[src/rtl/timer_irq_ctrl.sv]
// timer_irq_ctrl: machine-timer interrupt source for the 3-stage pipeline.
// Holds a free-running 64-bit mtime and a 64-bit mtimecmp on the data bus,
// raises trap_handle while mtime >= mtimecmp, and follows the trap through
// entry (trap_taken) and return (is_mret) so each event is delivered once.
// Optional feature macro: TIMER_IRQ_EXT_IRQ_EN adds a synchronized external
// interrupt input that has priority over the timer (mcause 0x8000_000B).
// Register window (byte offsets from BASE_ADDR):
//   0x00 mtime_lo, 0x04 mtime_hi, 0x08 mtimecmp_lo, 0x0C mtimecmp_hi, 0x10 status
module timer_irq_ctrl #(
    parameter int unsigned PRESCALE  = 1,
    parameter logic [31:0] BASE_ADDR = 32'h0000_4000
) (
    input  logic        clk,
    input  logic        rst,
    input  logic [31:0] addr,
    input  logic [31:0] wdata,
    input  logic        wr_en,
    input  logic        rd_en,
    output logic [31:0] rdata,
    input  logic        trap_taken,
    input  logic        is_mret,
`ifdef TIMER_IRQ_EXT_IRQ_EN
    input  logic        ext_irq,
`endif
    output logic        trap_handle,
    output logic [31:0] irq_cause,
    output logic        timer_pending
);

    localparam logic [15:0] PRESC_MAX   = 16'(PRESCALE - 32'd1);
    localparam logic [31:0] CAUSE_TIMER = 32'h8000_0007;
    localparam logic [31:0] CAUSE_EXT   = 32'h8000_000B;

    typedef enum logic [1:0] {
        IDLE    = 2'd0,
        PENDING = 2'd1,
        SERVICE = 2'd2
    } state_t;

    logic [15:0] presc_r;
    logic        tick_s;
    logic [63:0] mtime_r;
    logic [63:0] mtime_next_s;
    logic [63:0] mtimecmp_r;
    logic [63:0] mtimecmp_next_s;
    logic        timer_pending_r;
    state_t      state_r;
    state_t      state_next_s;
    logic        trap_handle_r;
    logic        trap_handle_next_s;
    logic [31:0] irq_cause_r;
    logic [31:0] irq_cause_next_s;
    logic        ext_active_s;

    logic [31:0] off_s;
    logic        sel_mtime_lo_s;
    logic        sel_mtime_hi_s;
    logic        sel_cmp_lo_s;
    logic        sel_cmp_hi_s;
    logic        sel_status_s;
    logic [31:0] rdata_s;

`ifdef TIMER_IRQ_EXT_IRQ_EN
    logic ext_meta_r;
    logic ext_sync_r;

    // Two-flop synchronizer for the asynchronous external interrupt level.
    always_ff @(posedge clk or negedge rst) begin
        if (!rst) begin
            ext_meta_r <= 1'b0;
            ext_sync_r <= 1'b0;
        end else begin
            ext_meta_r <= ext_irq;
            ext_sync_r <= ext_meta_r;
        end
    end

    assign ext_active_s = ext_sync_r;
`else
    assign ext_active_s = 1'b0;
`endif

    // Address decode: only word-aligned offsets inside the window select a register.
    always_comb begin
        off_s          = addr - BASE_ADDR;
        sel_mtime_lo_s = 1'b0;
        sel_mtime_hi_s = 1'b0;
        sel_cmp_lo_s   = 1'b0;
        sel_cmp_hi_s   = 1'b0;
        sel_status_s   = 1'b0;
        case (off_s)
            32'h0000_0000: sel_mtime_lo_s = 1'b1;
            32'h0000_0004: sel_mtime_hi_s = 1'b1;
            32'h0000_0008: sel_cmp_lo_s   = 1'b1;
            32'h0000_000C: sel_cmp_hi_s   = 1'b1;
            32'h0000_0010: sel_status_s   = 1'b1;
            default:       sel_status_s   = 1'b0;
        endcase
    end

    // Combinational read mux of pre-edge register values; forced to zero in reset.
    always_comb begin
        rdata_s = 32'h0000_0000;
        if (rst && rd_en) begin
            if (sel_mtime_lo_s) begin
                rdata_s = mtime_r[31:0];
            end else if (sel_mtime_hi_s) begin
                rdata_s = mtime_r[63:32];
            end else if (sel_cmp_lo_s) begin
                rdata_s = mtimecmp_r[31:0];
            end else if (sel_cmp_hi_s) begin
                rdata_s = mtimecmp_r[63:32];
            end else if (sel_status_s) begin
                rdata_s = {30'b0, ext_active_s, timer_pending_r};
            end else begin
                rdata_s = 32'h0000_0000;
            end
        end else begin
            rdata_s = 32'h0000_0000;
        end
    end

    assign rdata = rdata_s;

    // Prescaler tick: mtime advances on the cycle the counter wraps.
    assign tick_s = (presc_r == PRESC_MAX);

    // Prescale counter running 0..PRESCALE-1.
    always_ff @(posedge clk or negedge rst) begin
        if (!rst) begin
            presc_r <= 16'd0;
        end else if (tick_s) begin
            presc_r <= 16'd0;
        end else begin
            presc_r <= presc_r + 16'd1;
        end
    end

    // Next mtime: a bus write to either half replaces this cycle's increment entirely.
    always_comb begin
        mtime_next_s = mtime_r;
        if (wr_en && sel_mtime_lo_s) begin
            mtime_next_s = {mtime_r[63:32], wdata};
        end else if (wr_en && sel_mtime_hi_s) begin
            mtime_next_s = {wdata, mtime_r[31:0]};
        end else if (tick_s) begin
            mtime_next_s = mtime_r + 64'd1;
        end else begin
            mtime_next_s = mtime_r;
        end
    end

    // Next mtimecmp: half-word bus updates only.
    always_comb begin
        mtimecmp_next_s = mtimecmp_r;
        if (wr_en && sel_cmp_lo_s) begin
            mtimecmp_next_s = {mtimecmp_r[63:32], wdata};
        end else if (wr_en && sel_cmp_hi_s) begin
            mtimecmp_next_s = {wdata, mtimecmp_r[31:0]};
        end else begin
            mtimecmp_next_s = mtimecmp_r;
        end
    end

    // Timer state and MTIP, compared on post-update values.
    always_ff @(posedge clk or negedge rst) begin
        if (!rst) begin
            mtime_r         <= 64'd0;
            mtimecmp_r      <= 64'hFFFF_FFFF_FFFF_FFFF;
            timer_pending_r <= 1'b0;
        end else begin
            mtime_r         <= mtime_next_s;
            mtimecmp_r      <= mtimecmp_next_s;
            timer_pending_r <= (mtime_next_s >= mtimecmp_next_s);
        end
    end

    // FSM state register.
    always_ff @(posedge clk or negedge rst) begin
        if (!rst) begin
            state_r <= IDLE;
        end else begin
            state_r <= state_next_s;
        end
    end

    // FSM next state: trap_taken wins in PENDING; withdrawal only when no source remains.
    always_comb begin
        state_next_s = state_r;
        case (state_r)
            IDLE: begin
                if (timer_pending_r || ext_active_s) begin
                    state_next_s = PENDING;
                end else begin
                    state_next_s = IDLE;
                end
            end
            PENDING: begin
                if (trap_taken) begin
                    state_next_s = SERVICE;
                end else if (!timer_pending_r && !ext_active_s) begin
                    state_next_s = IDLE;
                end else begin
                    state_next_s = PENDING;
                end
            end
            SERVICE: begin
                if (is_mret) begin
                    state_next_s = IDLE;
                end else begin
                    state_next_s = SERVICE;
                end
            end
            default: state_next_s = IDLE;
        endcase
    end

    // FSM outputs: request while PENDING, cause held across SERVICE.
    always_comb begin
        trap_handle_next_s = 1'b0;
        irq_cause_next_s   = CAUSE_TIMER;
        case (state_next_s)
            PENDING: begin
                trap_handle_next_s = 1'b1;
                irq_cause_next_s   = ext_active_s ? CAUSE_EXT : CAUSE_TIMER;
            end
            SERVICE: begin
                trap_handle_next_s = 1'b0;
                irq_cause_next_s   = irq_cause_r;
            end
            default: begin
                trap_handle_next_s = 1'b0;
                irq_cause_next_s   = CAUSE_TIMER;
            end
        endcase
    end

    // Registered request and cause outputs.
    always_ff @(posedge clk or negedge rst) begin
        if (!rst) begin
            trap_handle_r <= 1'b0;
            irq_cause_r   <= CAUSE_TIMER;
        end else begin
            trap_handle_r <= trap_handle_next_s;
            irq_cause_r   <= irq_cause_next_s;
        end
    end

    assign trap_handle   = trap_handle_r;
    assign irq_cause     = irq_cause_r;
    assign timer_pending = timer_pending_r;

endmodule

[config.mk]
export PLATFORM = sky130hd
export DESIGN_NAME = timer_irq_ctrl
export DESIGN_NICKNAME = d
export VERILOG_FILES = /design/src/rtl/timer_irq_ctrl.sv
export SDC_FILE = /design/constraint.sdc
export NUM_CORES = 1
export LEC_CHECK = 0
export ABC_CLOCK_PERIOD_IN_PS = 3800
export BUFFER_PORTS_ARGS = -buffer_cell sky130_fd_sc_hd__buf_4
export CORE_ASPECT_RATIO = 0.8
export CORE_UTILIZATION = 44
export DETAILED_ROUTE_END_ITERATION = 12
export PLACE_DENSITY = 0.77
export SYNTH_ARGS = -nofsm -noshare
export SYNTH_HDL_FRONTEND = slang
export SYNTH_SLANG_ARGS = --single-unit
[constraint.sdc]
create_clock -name clk -period 3.8 [get_ports clk]
set_input_delay 0.57 -clock clk [delete_from_list [all_inputs] [get_ports clk]]
set_output_delay 0.57 -clock clk [all_outputs]
set_load 0.02 [all_outputs]
==> results.ini, run 1 <==
[synthesis]
synthFlopType=dfrtp_1
synth_top_area_cell=dfrtp_1
synthMostInstantiatedCell=nand2_1
synthTopCellsByCount=96 x nand2_1, 84 x dfrtp_1, 74 x inv_1
ys_top_cells_by_area=dfrtp_1 19%, dfstp_2 15%, ha_1 7.7%
yosysWarnings=0
netlist_area_mm2=0.01086
ys_types=78
yosys.area.top_type_share=0.1936
synth_edf_count=0
ys_seq_area_frac=0.3485
synth_seq_cells=148
synthesis.instances=1132
avgSynthCellArea_um2=9.591
async_flop_share=1.000

[routing]
num_vias=10470
routed_wl_um=36250
drtIter0Drc=1261
drc=0
ant_nets=0
first_pass_iters=7
viasPerCell=5.915
wl_per_cell_um=20.48

[timing]
tns_ns=-0.1598
slew_headroom=0.3888
grt_setup_unrepaired=true
fin_crit_ns=3.960
fin_skew_ns=0.01121
tightest_slew_ns=0.9167
layout_setup_ws_ns=-0.1598
drv_slew=0
fmax_ghz=0.2525
finalHoldViolations=0
finalSetupViolations=1
fin_crit_sh=1.042

[worst_setup_path]
slowest_delay_ns=0.54
start_kind=input pin
crit_type=input pin to flop
cpMaxStageDelayCell=or4_4
timing.critical_path.cells=buf_6 > or4_4 > nand4bb_4 > or3_1 > and3_4 > buf_6 > a311oi_2 > xnor2_1 > o21ai_1 > ha_1 > o21ai_1 > o21bai_1 > a21oi_1 > o21a_1 > a211oi_2 > o41ai_2 > a21oi_1
required_ns=4.12
cp_max_fo=12
crit_arrival_ns=4.28
end_kind=flop

[global_route]
grt_pass1_vias=10190
antenna_found_initial=1
grt_start_max_net_pins=70
grt_pass1_wl_um=56770
overflow=0
grtUsageTotal=0.2949

[finish]
synthToLayoutAreaGrowth_pct=33.09
layout.nets=1575
fillerInstances=2027
drive_gt1_frac=0.3887

[floorplan]
start_util=0.4477
die-width_um=177.6
io_pins=136
rows=51
fp.dieH_um=142.5
dieArea_mm2=0.02531
core_mm2=0.02425

[clocking]
cts_root_buffer=clkbuf_16
clkTransAtPathRegs_ns=0.06
htreeDepth=4
cts_tree=built
clock_sinks=148
worstSkewPairLatency_ns=0.45
cts_made_buffers=17
clockBufferDepth=2

[power_and_ir_drop]
cellLeakagePower_nw=6.599
power-per-cell-area_mw_per_mm2=259.9
peakVddDrop_mv=0.3370

[run]
cap_violations=0

[place]
post-dp-hpwl_um=26970
port_buffers=103
place_ws_ns=-0.7532
place_congestion=0.9854

[min_path]
hold_path.class=input pin to async pin

[status]
status=complete, but fails checks
violations=negative setup slack

==> worst max-delay path, delay by kind of cell <==
family	cells	cell delay [ns]
buffers and inverters	2	0.27
AO/OA/AOI/OAI	9	1.51
adder cells (fa/ha/maj)	1	0.30
AND/OR/NAND/NOR	4	1.41
XOR/XNOR	1	0.20
==> layout by cell type, fill, tap and decap left out, types with 43 or more instances in the layout <==
cell type | netlist | layout
buf_4 | 34 | 324
nand2_1 | 96 | 96
dfrtp_1 | 84 | 84
inv_1 | 74 | 74
ha_1 | 67 | 66
dfstp_2 | 64 | 64
a21oi_1 | 59 | 55
mux2i_1 | 54 | 53
o21ai_0 | 51 | 44
nand3_1 | 46 | 43
==> path summary, 6_finish.rpt <==
kind	from	slack (ns)	depth (start not counted)	endpoint
max	addr[17]	-0.16	17	timer_pending$_DFF_PN0_
min	rst	0.02	1	mtime_r[41]$_DFF_PN0_
max reg2reg	mtime_r[7]$_DFF_PN0_	-0.15	17	timer_pending$_DFF_PN0_
min reg2reg	presc_r[15]$_DFF_PN0_	0.48	1	presc_r[15]$_DFF_PN0_
max in group asynchronous	rst	1.85	3	presc_r[5]$_DFF_PN0_
min in group clk	trap_taken	0.32	2	trap_handle$_DFF_PN0_
==> repair_timing <==
item                                    4_1_cts  5_1_grt
pin swaps                                    16       21
buffers inserted                             13        5
resized for setup                            32       13
endpoints found under the setup margin        1        1
hold buffers                                  0        0
==> area by class of cell <==
cell class	count	area, µm²	share of cell area
Antenna cell	1	2.502	0.0001732
Clock buffer	21	460.4	0.03187
Clock inverter	11	173.9	0.01204
Inverter	81	304.0	0.02104
Multi-Input combinational cell	844	6524	0.4515
Sequential cell	148	3784	0.2619
Tap cell	318	397.9	0.02754
Timing Repair Buffer	346	2803	0.1940
==> metrics by stage <==
stage / instances / utilization / instance area, µm² / hold slack (ns) / power [mW]
6_report: 1770 / 0.5959 / 14450 / 0.01694 / 3.755
2_1_floorplan: 1162 / - / 11030 / 0.2744 / 1.774
4_1_cts: 1764 / 0.5921 / 14360 / 0.01948 / 3.763
5_1_grt: 1770 / 0.5959 / 14450 / 0.04082 / 3.844
3_5_place_dp: 1719 / 0.5559 / 13480 / 0.4674 / 1.917
3_3_place_gp: 1719 / 0.5559 / 13480 / 0.4621 / 1.912
==> report_power, final <==
group / switching (mW) / leakage (nW) / internal, mW
registers: 0.0123 / 1.69 / 1.59
logic: 0.169 / 4.61 / 0.120
clock network: 0.722 / 0.300 / 1.14
==> logic make-up (layout without fill, tap and decap cells) <==
| group | Yosys count | count (layout) | share of synthesized area |
|---|---|---|---|
| adders and majority gates | 67 | 67 | 0.07722 |
| other | 2 | 33 | 0.0006917 |
| DFF | 148 | 148 | 0.3485 |
| AOI/OAI and AO/OA | 228 | 228 | 0.1419 |
| buffers and inverters | 170 | 459 | 0.07756 |
| muxes | 103 | 103 | 0.1352 |
| and+or+nand+nor | 382 | 382 | 0.1932 |
| xor gates and xnor gates | 32 | 32 | 0.02582 |
==> per-layer routing <==
| layer | GRT usage | part of all wire | vias to the layer above |
|---|---|---|---|
| met5 | 0 | 0 | - |
| met4 | 0.1035 | 0.027 | 0 |
| met3 | 0.05502 | 0.088 | 95 |
| met2 | 0.4581 | 0.45 | 573 |
| met1 | 0.4103 | 0.44 | 5094 |
| li1 | - | - | 4708 |
==> registers in the layout, summed over array words and instances (netlist names) <==
register and flops:
mtime_r 64, mtimecmp_r 64, presc_r 16, state_r 2, timer_pending 1, trap_handle 1
(Power assumes the default switching activity.)
==> run 2, diff against run 1 <==
--- a/config.mk
+++ b/config.mk
@@ -6,10 +6,10 @@
 export NUM_CORES = 1
 export LEC_CHECK = 0
-export ABC_CLOCK_PERIOD_IN_PS = 3800
-export BUFFER_PORTS_ARGS = -buffer_cell sky130_fd_sc_hd__buf_4
+export ABC_CLOCK_PERIOD_IN_PS = 3520
 export CORE_ASPECT_RATIO = 0.8
 export CORE_UTILIZATION = 44
 export DETAILED_ROUTE_END_ITERATION = 12
-export PLACE_DENSITY = 0.77
+export DONT_BUFFER_PORTS = 1
+export PLACE_DENSITY = 0.72
 export SYNTH_ARGS = -nofsm -noshare
 export SYNTH_HDL_FRONTEND = slang
==> constraint.sdc (replaced) <==
create_clock -name clk -period 3.52 [get_ports clk]
set_input_delay 0.352 -clock clk [delete_from_list [all_inputs] [get_ports clk]]
set_output_delay 0.352 -clock clk [all_outputs]
set_load 0.02 [all_outputs]
==> results.ini, run 2 (synthesis gave the netlist of run 1 again) <==
[worst_setup_path]
crit_type=flop to flop
slowest_delay_ns=0.40  ; -0.14 ns
cp_max_fo=6  ; -6
required_ns=3.84  ; -0.28 ns
r2r_cells=18  ; +1
start_kind=flop
timing.critical_path.cells=nor4_2 > buf_4 > and4_4 > and4_4 > buf_4 > buf_4 > nand2_1 > o311a_1 > a21oi_1 > nand2_1 > ha_1 > a21o_1 > a21oi_1 > o21ai_1 > nand2_2 > nand3_2 > o41ai_4 > a21oi_1
cpMaxStageDelayCell=dfrtp_1
end_kind=flop
crit_arrival_ns=4.14  ; -0.14 ns

[finish]
layout_common_cells=260 x buf_4, 95 x nand2_1, 84 x dfrtp_1
top_regs=mtime_r (64), mtimecmp_r (64), presc_r (16)
drive_gt1_frac=0.3604  ; -0.02829
synthToLayoutAreaGrowth_pct=28.53
final_common_cell=buf_4
layout.nets=1503  ; -4.6%
antenna_cells=0  ; -1
fin_area_mm2=0.01395  ; -3.4%

[timing]
fin_crit_ns=3.817
layout_setup_ws_ns=-0.2970  ; -0.1372 ns
slew_headroom=0.4706  ; +0.08177
fin_crit_sh=1.084
finalHoldViolations=148  ; +148
fmax_ghz=0.2620
fin_skew_ns=0.007326  ; -0.003879 ns
whs_ns=-0.3934  ; -0.4103 ns
grt_setup_unrepaired=true
tightest_slew_ns=0.7941  ; -0.1227 ns
drv_slew=0  ; unchanged
finalSetupViolations=1  ; unchanged

[clocking]
clockBufferDepth=2  ; unchanged
clock_sinks=148  ; unchanged
clkTransAtPathRegs_ns=0.06  ; about the same
worstSkewPairLatency_ns=0.44  ; about the same
htreeDepth=4  ; unchanged
cts_tree=built
cts_root_buffer=clkbuf_16
cts_made_buffers=17  ; unchanged
postCtsHoldBufs=1  ; +1

[min_path]
hold_path.class=input pin to async pin

[status]
status=complete, but fails checks
violations=negative hold slack, negative setup slack

[routing]
wl_per_cell_um=20.34  ; -0.67%
ant_nets=0  ; unchanged
drc=0  ; unchanged
viasPerCell=5.857  ; -0.98%
routed_wl_um=34530  ; -4.8%
first_pass_iters=7  ; unchanged
drtIter0Drc=1187  ; -5.9%
num_vias=9940  ; -5.1%

[power_and_ir_drop]
power-per-cell-area_mw_per_mm2=289.9  ; +12%
power_mw=4.045  ; +7.7%
cellLeakagePower_nw=6.282  ; -4.8%
peakVddDrop_mv=0.4011  ; +19%

[floorplan]
rows=51  ; unchanged
start_util=0.4477  ; unchanged
io_pins=136  ; unchanged
dieArea_mm2=0.02531  ; unchanged
fp.dieH_um=142.5  ; unchanged
die-width_um=177.6  ; unchanged
core_mm2=0.02425  ; unchanged

[global_route]
overflow=0  ; unchanged
grt_pass1_vias=9787  ; -3.9%
antenna_found_initial=0  ; -1
grt_pass1_wl_um=54720  ; -3.6%
grtUsageTotal=0.2841  ; -0.01079
grt_start_max_net_pins=150  ; +110%

[run]
cap_violations=0  ; unchanged

[place]
place_area_mm2=0.01303  ; -3.4%
place_congestion=0.9507  ; -3.5%
port_buffers=0  ; -100%
post-dp-hpwl_um=25620  ; -5.0%

run 2: cell types whose count changed in the layout (fill, tap and decap cells not counted), moves of 2 or more:
cell / delta
buf_4: -64
nor4_2: -2
nor3_2: +2
buf_12: -3
bufinv_16: +3
buf_6: -6
a21oi_1: +2
nor3_1: -2
nor4_1: +2
a21oi_2: -2
run 2: area by class of cell:
| type | count | area (µm²) |
|---|---|---|
| Fill cell | 2073 | 10290 |
| Multi-Input combinational cell | 844 | 6569 |
| Sequential cell | 148 | 3784 |
| Timing Repair Buffer | 274 | 2205 |
| Clock buffer | 19 | 442.9 |
| Tap cell | 318 | 397.9 |
| Inverter | 81 | 304.0 |
| Clock inverter | 13 | 252.7 |
run 2: per-layer routing:
layer  up-vias  GRT usage  wire (µm)
met5         -          0          0
met2       467     0.4340      15660
met4         0    0.08637        727
met1      4838     0.3987      15160
met3        59    0.06517       2982
li1       4576          -          -
run 2: power breakdown:
| group | total, mW | internal [mW] | leakage (nW) | switching [mW] |
|---|---|---|---|---|
| Combinational | 0.120 | 0.0612 | 4.26 | 0.0587 |
| Clock | 2.18 | 1.42 | 0.334 | 0.762 |
| Sequential | 1.74 | 1.72 | 1.69 | 0.0213 |
run 2: what timing repair did:
action,in CTS,in global routing
hold endpoints to repair,150,148
setup endpoints to repair,1,1
resized for setup,23,20
pin swaps,14,6
buffers inserted,6,0
run 2: final timing paths:
path	from	end	slack (ns)
max in group asynchronous	rst	mtimecmp_r[59]$_DFF_PN1_	3.60
hold / removal	rst	mtime_r[8]$_DFF_PN0_	-0.39
setup / recovery	presc_r[14]$_DFF_PN0_	timer_pending$_DFF_PN0_	-0.30
setup reg to reg	presc_r[14]$_DFF_PN0_	timer_pending$_DFF_PN0_	-0.30
min in group clk	wdata[28]	mtime_r[28]$_DFF_PN0_	0.05
hold reg to reg	state_r[1]$_DFF_PN0_	trap_handle$_DFF_PN0_	0.50
run 2: per-stage QoR:
step / instances / setup WS (ns) / hold slack [ns] / util / setup TNS (ns)
global placement: 1658 / -0.5394 / 0.06878 / 0.5372 / -0.5394
finish: 1697 / -0.2970 / -0.3934 / 0.5755 / -0.2970
global route: 1697 / -0.5322 / -0.4141 / 0.5755 / -0.5322
detailed placement: 1658 / -0.6158 / 0.06854 / 0.5372 / -0.6158
CTS: 1697 / -0.2726 / -0.4092 / 0.5723 / -0.2726
floorplan: 1162 / -0.2054 / 0.05641 / - / -0.2054
run 2: critical path: cells and delay by family, from the launching register on:
| kind | cells | cell delay (ns) |
|---|---|---|
| buffers and inverters | 3 | 0.44 |
| and+or+nand+nor | 7 | 1.23 |
| adders and majority gates | 1 | 0.30 |
| DFF | 1 | 0.40 |
| AOI/OAI and AO/OA | 7 | 1.32 |
